--- config.mk ---
export PLATFORM = sky130hd
export DESIGN_NAME = dds_core_param
export DESIGN_NICKNAME = d
export VERILOG_FILES = /design/src/rtl/dds_core_param.sv
export SDC_FILE = /design/constraint.sdc
export NUM_CORES = 1
export LEC_CHECK = 0
export CAP_MARGIN = 20
export CORE_ASPECT_RATIO = 0.9
export CORE_MARGIN = 2
export CORE_UTILIZATION = 50
export CTS_BUF_LIST = sky130_fd_sc_hd__clkbuf_16
export DETAILED_ROUTE_END_ITERATION = 7
export GPL_TIMING_DRIVEN = 0
export PLACE_DENSITY = 0.7
export SYNTH_ARGS = -nofsm -noshare
export SYNTH_HDL_FRONTEND = slang
export SYNTH_SLANG_ARGS = --single-unit
--- constraint.sdc ---
create_clock -name sys_clk -period 6.6 [get_ports sys_clk]
set_input_delay 0.66 -clock sys_clk [delete_from_list [all_inputs] [get_ports sys_clk]]
set_output_delay 0.66 -clock sys_clk [all_outputs]
set_load 0.01 [all_outputs]
--- src/rtl/dds_core_param.sv ---
// Parametrised DDS core: phase accumulator, phase offset, ROM addressing and amplitude scaling.
// Runtime config via valid/ready with immediate or wrap-aligned apply, plus optional linear sweep.
module dds_core_param #(
  parameter int unsigned ACC_W  = 32,
  parameter int unsigned ADDR_W = 12,
  parameter int unsigned SEL_W  = 2,
  parameter int unsigned DATA_W = 8,
  parameter int unsigned AMP_W  = 8
) (
  input  logic                    sys_clk,
  input  logic                    reset,
  input  logic                    enable,
  input  logic                    cfg_valid,
  output logic                    cfg_ready,
  input  logic                    cfg_sync,
  input  logic [ACC_W-1:0]        cfg_freq,
  input  logic [ACC_W-1:0]        cfg_phase,
  input  logic [SEL_W-1:0]        cfg_sel,
  input  logic [AMP_W-1:0]        cfg_amp,
  input  logic                    sweep_en,
  input  logic [ACC_W-1:0]        sweep_step,
  input  logic [ACC_W-1:0]        sweep_stop,
  output logic [SEL_W+ADDR_W-1:0] rom_addr,
  input  logic [DATA_W-1:0]       rom_data,
  output logic [DATA_W-1:0]       wave_out,
  output logic                    wave_valid,
  output logic                    wrap,
  output logic                    sweep_done
);

  localparam logic [DATA_W-1:0] MidVal = {1'b1, {(DATA_W-1){1'b0}}};
  localparam logic [AMP_W-1:0]  AmpOne = '1;
  localparam int unsigned       ProdW  = DATA_W + AMP_W + 2;

  logic [ACC_W-1:0]        acc_q, acc_d, freq_q, freq_d, phase_q, phase_d;
  logic [SEL_W-1:0]        sel_q, sel_d;
  logic [AMP_W-1:0]        amp_q, amp_d;
  logic [ACC_W-1:0]        sh_freq_q, sh_freq_d, sh_phase_q, sh_phase_d;
  logic [SEL_W-1:0]        sh_sel_q, sh_sel_d;
  logic [AMP_W-1:0]        sh_amp_q, sh_amp_d;
  logic                    sh_sync_q, sh_sync_d, pend_q, pend_d;
  logic                    sweep_act_q, sweep_act_d, sweep_done_q, sweep_done_d;
  logic                    wrap_q, wrap_d;
  logic [SEL_W+ADDR_W-1:0] rom_addr_q, rom_addr_d;
  logic [DATA_W-1:0]       wave_q, wave_d;
  logic [2:0]              vld_q, vld_d;

  logic [ACC_W:0]          acc_sum, sweep_sum;
  logic [ADDR_W-1:0]       ph_idx;
  logic                    cfg_fire, apply, sweep_tick, sweep_hit;
  logic signed [DATA_W:0]  samp_s;
  logic signed [ProdW-1:0] prod;
  logic [DATA_W-1:0]       scaled;

  always_comb begin
    acc_sum    = {1'b0, acc_q} + {1'b0, freq_q};
    sweep_sum  = {1'b0, freq_q} + {1'b0, sweep_step};
    sweep_hit  = sweep_sum >= {1'b0, sweep_stop};
    ph_idx     = ADDR_W'((acc_q + phase_q) >> (ACC_W - ADDR_W));
    cfg_fire   = cfg_valid && !pend_q;
    // Wrap-aligned configs wait for a wrap pulse seen while running.
    apply      = pend_q && (!sh_sync_q || (wrap_q && enable));
    // A config applied on the same wrap takes priority over the sweep step.
    sweep_tick = wrap_q && sweep_act_q && sweep_en && (sweep_step != '0) && !apply;
    samp_s     = $signed({1'b0, rom_data}) - $signed({1'b0, MidVal});
    prod       = ProdW'(samp_s) * ProdW'($signed({1'b0, amp_q}));
    scaled     = (amp_q == AmpOne) ? rom_data : MidVal + DATA_W'(prod >>> AMP_W);
  end

  always_comb begin
    acc_d        = acc_q;
    freq_d       = freq_q;
    phase_d      = phase_q;
    sel_d        = sel_q;
    amp_d        = amp_q;
    sh_freq_d    = sh_freq_q;
    sh_phase_d   = sh_phase_q;
    sh_sel_d     = sh_sel_q;
    sh_amp_d     = sh_amp_q;
    sh_sync_d    = sh_sync_q;
    pend_d       = pend_q;
    sweep_act_d  = sweep_act_q;
    sweep_done_d = 1'b0;
    wrap_d       = 1'b0;
    rom_addr_d   = rom_addr_q;
    wave_d       = wave_q;
    vld_d        = {vld_q[1:0], enable};

    if (enable) begin
      acc_d      = acc_sum[ACC_W-1:0];
      wrap_d     = acc_sum[ACC_W];
      rom_addr_d = {sel_q, ph_idx};
    end
    if (vld_q[1]) begin
      wave_d = scaled;
    end

    if (cfg_fire) begin
      sh_freq_d  = cfg_freq;
      sh_phase_d = cfg_phase;
      sh_sel_d   = cfg_sel;
      sh_amp_d   = cfg_amp;
      sh_sync_d  = cfg_sync;
      pend_d     = 1'b1;
    end

    if (apply) begin
      freq_d      = sh_freq_q;
      phase_d     = sh_phase_q;
      sel_d       = sh_sel_q;
      amp_d       = sh_amp_q;
      pend_d      = 1'b0;
      sweep_act_d = sweep_en;
    end else if (sweep_tick) begin
      if (sweep_hit) begin
        freq_d       = sweep_stop;
        sweep_done_d = 1'b1;
        sweep_act_d  = 1'b0;
      end else begin
        freq_d = sweep_sum[ACC_W-1:0];
      end
    end
  end

  always_ff @(posedge sys_clk or negedge reset) begin
    if (!reset) begin
      acc_q        <= '0;
      freq_q       <= '0;
      phase_q      <= '0;
      sel_q        <= '0;
      amp_q        <= '0;
      sh_freq_q    <= '0;
      sh_phase_q   <= '0;
      sh_sel_q     <= '0;
      sh_amp_q     <= '0;
      sh_sync_q    <= 1'b0;
      pend_q       <= 1'b0;
      sweep_act_q  <= 1'b0;
      sweep_done_q <= 1'b0;
      wrap_q       <= 1'b0;
      rom_addr_q   <= '0;
      wave_q       <= MidVal;
      vld_q        <= '0;
    end else begin
      acc_q        <= acc_d;
      freq_q       <= freq_d;
      phase_q      <= phase_d;
      sel_q        <= sel_d;
      amp_q        <= amp_d;
      sh_freq_q    <= sh_freq_d;
      sh_phase_q   <= sh_phase_d;
      sh_sel_q     <= sh_sel_d;
      sh_amp_q     <= sh_amp_d;
      sh_sync_q    <= sh_sync_d;
      pend_q       <= pend_d;
      sweep_act_q  <= sweep_act_d;
      sweep_done_q <= sweep_done_d;
      wrap_q       <= wrap_d;
      rom_addr_q   <= rom_addr_d;
      wave_q       <= wave_d;
      vld_q        <= vld_d;
    end
  end

  assign cfg_ready  = ~pend_q;
  assign rom_addr   = rom_addr_q;
  assign wave_out   = wave_q;
  assign wave_valid = vld_q[2];
  assign wrap       = wrap_q;
  assign sweep_done = sweep_done_q;

endmodule
==> metrics.txt, run 1 <==
status=finished, final reports clean; crit-path max FO=10; most common cell in the netlist=dfrtp_1; Crit. Startpoint=sweep_step[0]; Worst Setup Slack, final=slightly below 1000 ps; final count of pins violating max slew=0; ratio of cells with drive above 1 in the final layout=a little under a tenth; area of the die=between 30,000 and 40,000 um2; Worst R2R Start=freq_q[0]; syn_nets=1,994; number of global-route vias before repair=between 10,000 and 15,000; cell row count=61; ranking of synthesized cells by area=dfrtp_1 (34%), ha_1 (12%), mux2_2 (7.9%); setup tns final=0 ps; Avg Inst Size Synth=between 9 and 10 um2; Crit Path Category=in2reg; maximum buffer depth of the clock tree=3; Post-CTS Hold Buffers=0; CP endpoint kind=flop; compound-cell area share of the yosys netlist=around 14%; synth warn=0; Mapped Cells=1,636; WHS=between 60 and 70 ps; EDFF count, synth=0; Fin Clk Skew=21.8 ps; setup bufs post-CTS=0; Final ANT Viol Nets=0; Starting Density=between 50% and 60%; crit path launch type=primary input; first-pass GRT wire length=66,700 um; Clock Sinks=210; Seq/Total Area, Yosys=around 34%; max-cap viol count=0; Gates resized, CTS repair=0; synthesis-stage register bit count=210; post-synthesis mux area share=about a tenth; grt ovf=0; core area=around 30,000 um2; via density per instance=5.66; crit path DAT=6110 ps; IO Pins=roughly 180; Final Hold Fails=0; cts bufs inserted=25; Routed WL per cell=roughly 19 um; Setup Slack @ Placement=just under 500 ps; Global Route Usage Sum=about a quarter; n_diodes=0; DP HPWL=32,800 um; share of the synthesized area in the top cell type=about 34%; Synth Area in Adders=a little under a fifth; FF+latch area=5260 um2; Final Wtd Congestion=~0.94; vias=roughly 13,000; DR DRC count=0; largest family of logic cells by synthesized area=adder cells; clock slew at reported path FFs=approximately 60 ps; final setup fails=0; post-synthesis cell area=approximately 16,000 um2; clock root buffer=clkbuf_16; prevailing post-synth register cell=dfrtp_1; CTS H-tree lvls=1; DR pass1 iterations=5; fin crit period=roughly 5600 ps; Fmax=0.177 GHz; RSZ-0062 raised after global routing=no; Die Y=about 170 um; final worst-path cycle share=between 80% and 90%; footprint of the multi-input gates=~9500 um2; Max-slew headroom=between 30% and 40%; Worst EP required=7070 ps; initial antenna violation count=0; Fill cells=2,588; synth unique cells=64; most area-hungry cell type in the Yosys netlist=dfrtp_1; slew of the pin with the lowest slew margin=925 ps; PortBufs=approximately 170; FFs w/ async S/R, synth=between 90% and 100%; largest net degree at the start of global routing=between 80 and 90; fin nets=2,197; simple-gate share of the synthesized area=14.4%; hold crit path type=in2async; CTS tree=yes; XOR/XNOR Fraction of Synth Area=4.12%; Die W=approximately 190 um; DRT iter0 DRCs=between 700 and 800; final WL=roughly 42,000 um; area delta synth->final=20.6%; most frequent cells after synthesis=dfrtp_1 (209), nand2_1 (203), ha_1 (153); Clk Latency, worst-skew pair=approximately 540 ps
[per-stage QoR]
step                area (um2)  util (%)  cells
finish                   18700      60.9   2266
global route             18700      60.9   2266
CTS                      18700      60.9   2266
detailed placement       17800      58.0   2221
global placement         17800      57.8   2219
floorplan                15500         -   1636
[layout by cell type (no fill, tap or decap), types with 31 or more instances in the layout]
master	count
and3_1	31
fa_1	53
a21o_1	33
clkdlybuf4s50_1	173
ha_1	153
a21oi_1	119
clkbuf_1	50
and2_1	38
nand2_1	203
nor2_1	73
dfrtp_1	209
inv_1	132
o21ai_0	83
mux2_2	109
xnor2_1	51
[kinds of logic (layout without fill, tap and decap cells)]
kind of cell,after synthesis,after routing
xor+xnor,73,73
mux,138,138
flops,210,210
fa+ha+maj,206,206
compound gates,348,348
buf+inv,190,411
simple gates,471,471
[area by class of cell]
| type | count | area share, % |
|---|---|---|
| inverter | 131 | 2.63 |
| buffer | 59 | 1.24 |
| clock inverter | 20 | 1.40 |
| clock buffer | 25 | 3.34 |
| tap | 409 | 2.73 |
| sequential | 210 | 28.1 |
| multi-input combinational | 1236 | 51.0 |
| timing repair buffer | 176 | 9.62 |
[per-layer routing]
layer  track usage, %  up-vias  share of wire (%)
met3             3.12       73                5.9
met1             35.2     6225                 45
met2             44.0      400                 46
li1                 -     6138                  -
met4             7.52        0                3.0
met5                0        -                  0
[critical path, cell delays in order]
cell	delay, ps
clkdlybuf4s50_1	440
ha_1	260
fa_1	430
a211oi_1	340
o21bai_1	160
a21o_1	260
a211oi_2	370
o21ai_0	250
xor2_1	220
ha_1	350
nand4_1	150
or2_2	340
a2111oi_0	530
a211oi_1	140
or3b_1	190
clkbuf_1	180
buf_2	380
nand3_1	170
a21oi_1	160
a221o_1	130
[sequential cells by signal (all words and copies together), names as in the netlist, 2 cells and up]
name / count
sh_freq_q: 32
vld_q: 3
sh_phase_q: 32
sh_sel_q: 2
freq_q: 32
phase_q: 32
sel_q: 2
sh_amp_q: 8
acc_q: 32
rom_addr: 14
amp_q: 8
wave_out: 8
[final timing paths]
check / endpoint / slack, ps / cells past startpoint
min reg2reg: vld_q[1] / 360 / 0
max in group asynchronous: wave_out[7] / 5760 / 2
min in group sys_clk: vld_q[1] / 360 / 0
min: phase_q[27] / 70 / 1
max: freq_q[30] / 960 / 20
max reg2reg: freq_q[30] / 1130 / 19
Power of run 1 is left out: the tool's default activity adds up to more than one toggle a clock period on the data nets, which glitch-free logic cannot reach.
==> inputs of run 2 (changes only) <==
- GPL_ROUTABILITY_DRIVEN: unset -> 0
==> run 2 against run 1 <==
Against the previous run: routed wire length down 0.87%; count of clock-buffer cells in the layout unchanged; flip-flop and latch count unchanged; cell count about the same; core utilization down 0.12 points; register-to-register slack worse by 140 ps; non-clock buffer count down 1; worst setup slack worse by 170 ps; design area down 0.20%; sequential share of layout area up 0.056 points; first-iteration DRC count down 3.4%; hold slack better by 56 ps; largest cell class unchanged.
==> metrics.txt, run 2 (same netlist as run 1, synthesis figures left out) <==
status=finished, final reports clean; Gates resized, CTS repair=0 (unchanged); cts bufs inserted=25 (unchanged); Crit Path Category=in2reg; initial antenna violation count=0 (unchanged); PortBufs=174 (unchanged); Post-Place Cell Area=17,800 um2 (-0.15%); Worst R2R Path Depth=19 (unchanged); CTS tree=yes; CTS H-tree lvls=1 (unchanged); Fin Clk Skew=7.12 ps (-14.7 ps); commonest non-fill, non-tap cells in the layout=dfrtp_1 (209), nand2_1 (203), clkdlybuf4s50_1 (173); largest net degree at the start of global routing=121 (+46%); Fmax=0.172 GHz (-3.0%); fin nets=2,196 (-0.046%); maximum buffer depth of the clock tree=3 (unchanged); Clk Latency, worst-skew pair=530 ps (about the same); final non-filler cell area=18,700 um2 (-0.20%); Post-CTS Hold Buffers=0 (unchanged); final worst-path cycle share=88.1% (+2.6 points); Final ANT Viol Nets=0 (unchanged); fin cells=2,265 (-0.044%); crit path launch type=primary input; ratio of cells with drive above 1 in the final layout=9.00% (-0.26 points); WHS=123 ps (+55.5 ps); Worst R2R Start=freq_q[0]; Die W=190 um (unchanged); grt ovf=0 (unchanged); IO Pins=178 (unchanged); cell row count=61 (unchanged); setup tns final=0 ps (unchanged); DR pass1 iterations=5 (unchanged); core area=30,800 um2 (unchanged); first-pass GRT wire length=66,900 um (+0.39%); crit path DAT=6200 ps (+90 ps); DR DRC count=0 (unchanged); clock slew at reported path FFs=60 ps (about the same); Die Y=171 um (unchanged); setup bufs post-CTS=0 (unchanged); Max-slew headroom=35.3% (-3.0 points); vias=12,900 (+0.78%); FF-to-FF setup slack=990 ps (-140 ps); Crit. Startpoint=sweep_step[0]; most common cell after layout, fill and taps aside=dfrtp_1; via density per instance=5.71 (+0.82%); number of global-route vias before repair=13,000 (+0.60%); Placed Instances=2,220 (-0.045%); max-cap viol count=0 (unchanged); final setup fails=0 (unchanged); Worst EP required=6990 ps (-80 ps); slew of the pin with the lowest slew margin=958 ps (+33.0 ps); crit-path max FO=10 (unchanged); DRT iter0 DRCs=766 (-3.4%); fin crit period=5810 ps (+174 ps); RSZ-0062 raised after global routing=no; Clock Sinks=210 (unchanged); worst r2r dst=freq_q[23]; clock root buffer=clkbuf_16; Starting Density=50.5% (unchanged); CP endpoint kind=flop; final count of pins violating max slew=0 (unchanged); final WL=41,600 um (-0.87%); hold crit path type=in2async; Routed WL per cell=18.4 um (-0.83%); DP HPWL=32,400 um (-1.3%); area of the die=32,500 um2 (unchanged); Global Route Usage Sum=26.0% (+0.027 points); area delta synth->final=20.4%; Final Hold Fails=0 (unchanged)
==> run 2: worst max-delay path by stage <==
| stage | to | slack (ps) | cells after the start |
|---|---|---|---|
| 2_1_floorplan | freq_q[25] | 1810 | 21 |
| 4_1_cts | freq_q[30] | 970 | 21 |
| 3_3_place_gp | freq_q[7] | -3940 | 1 |
| 5_1_grt | freq_q[30] | 510 | 21 |
| 6_report | freq_q[23] | 790 | 20 |
| 3_5_place_dp | freq_q[30] | 470 | 21 |
==> run 2: per-stage QoR <==
step           util, %  worst slack (ps)
5_1_grt           60.7               513
4_1_cts           60.7               973
2_1_floorplan        -              1810
6_report          60.8               788
3_5_place_dp      57.9               473
3_3_place_gp      57.8             -3940
==> run 2: area by class of cell <==
cell class | instances | area, um2
Multi-Input combinational cell | 1236 | 9540
Clock inverter | 19 | 250
Sequential cell | 210 | 5260
Clock buffer | 25 | 626
Buffer | 59 | 233
Tap cell | 409 | 512
Timing Repair Buffer | 175 | 1770
Antenna cell | 1 | 2.50
Fill cell | 2622 | 12100
Inverter | 131 | 492
==> run 2: layer usage <==
layer | vias up | track usage [%] | part of all wire, %
met5 | - | 0 | 0
met2 | 445 | 43.7 | 46
met4 | 0 | 7.75 | 3.0
li1 | 6140 | - | -
met1 | 6278 | 35.3 | 45
met3 | 73 | 3.38 | 6.5
==> run 2: critical path, cell delays in order <==
cell	delay, ps
clkdlybuf4s50_1	450
ha_1	260
fa_1	420
a211oi_1	330
o21bai_1	150
a21oi_1	300
o21ai_0	170
a21oi_1	210
xnor2_1	190
ha_1	300
a21o_1	190
a21o_1	180
a21oi_1	400
o311ai_0	440
a211oi_1	280
or3b_1	360
clkbuf_1	150
buf_2	250
mux2i_1	160
o21ai_0	340
Power of run 2 is left out for the same reason.
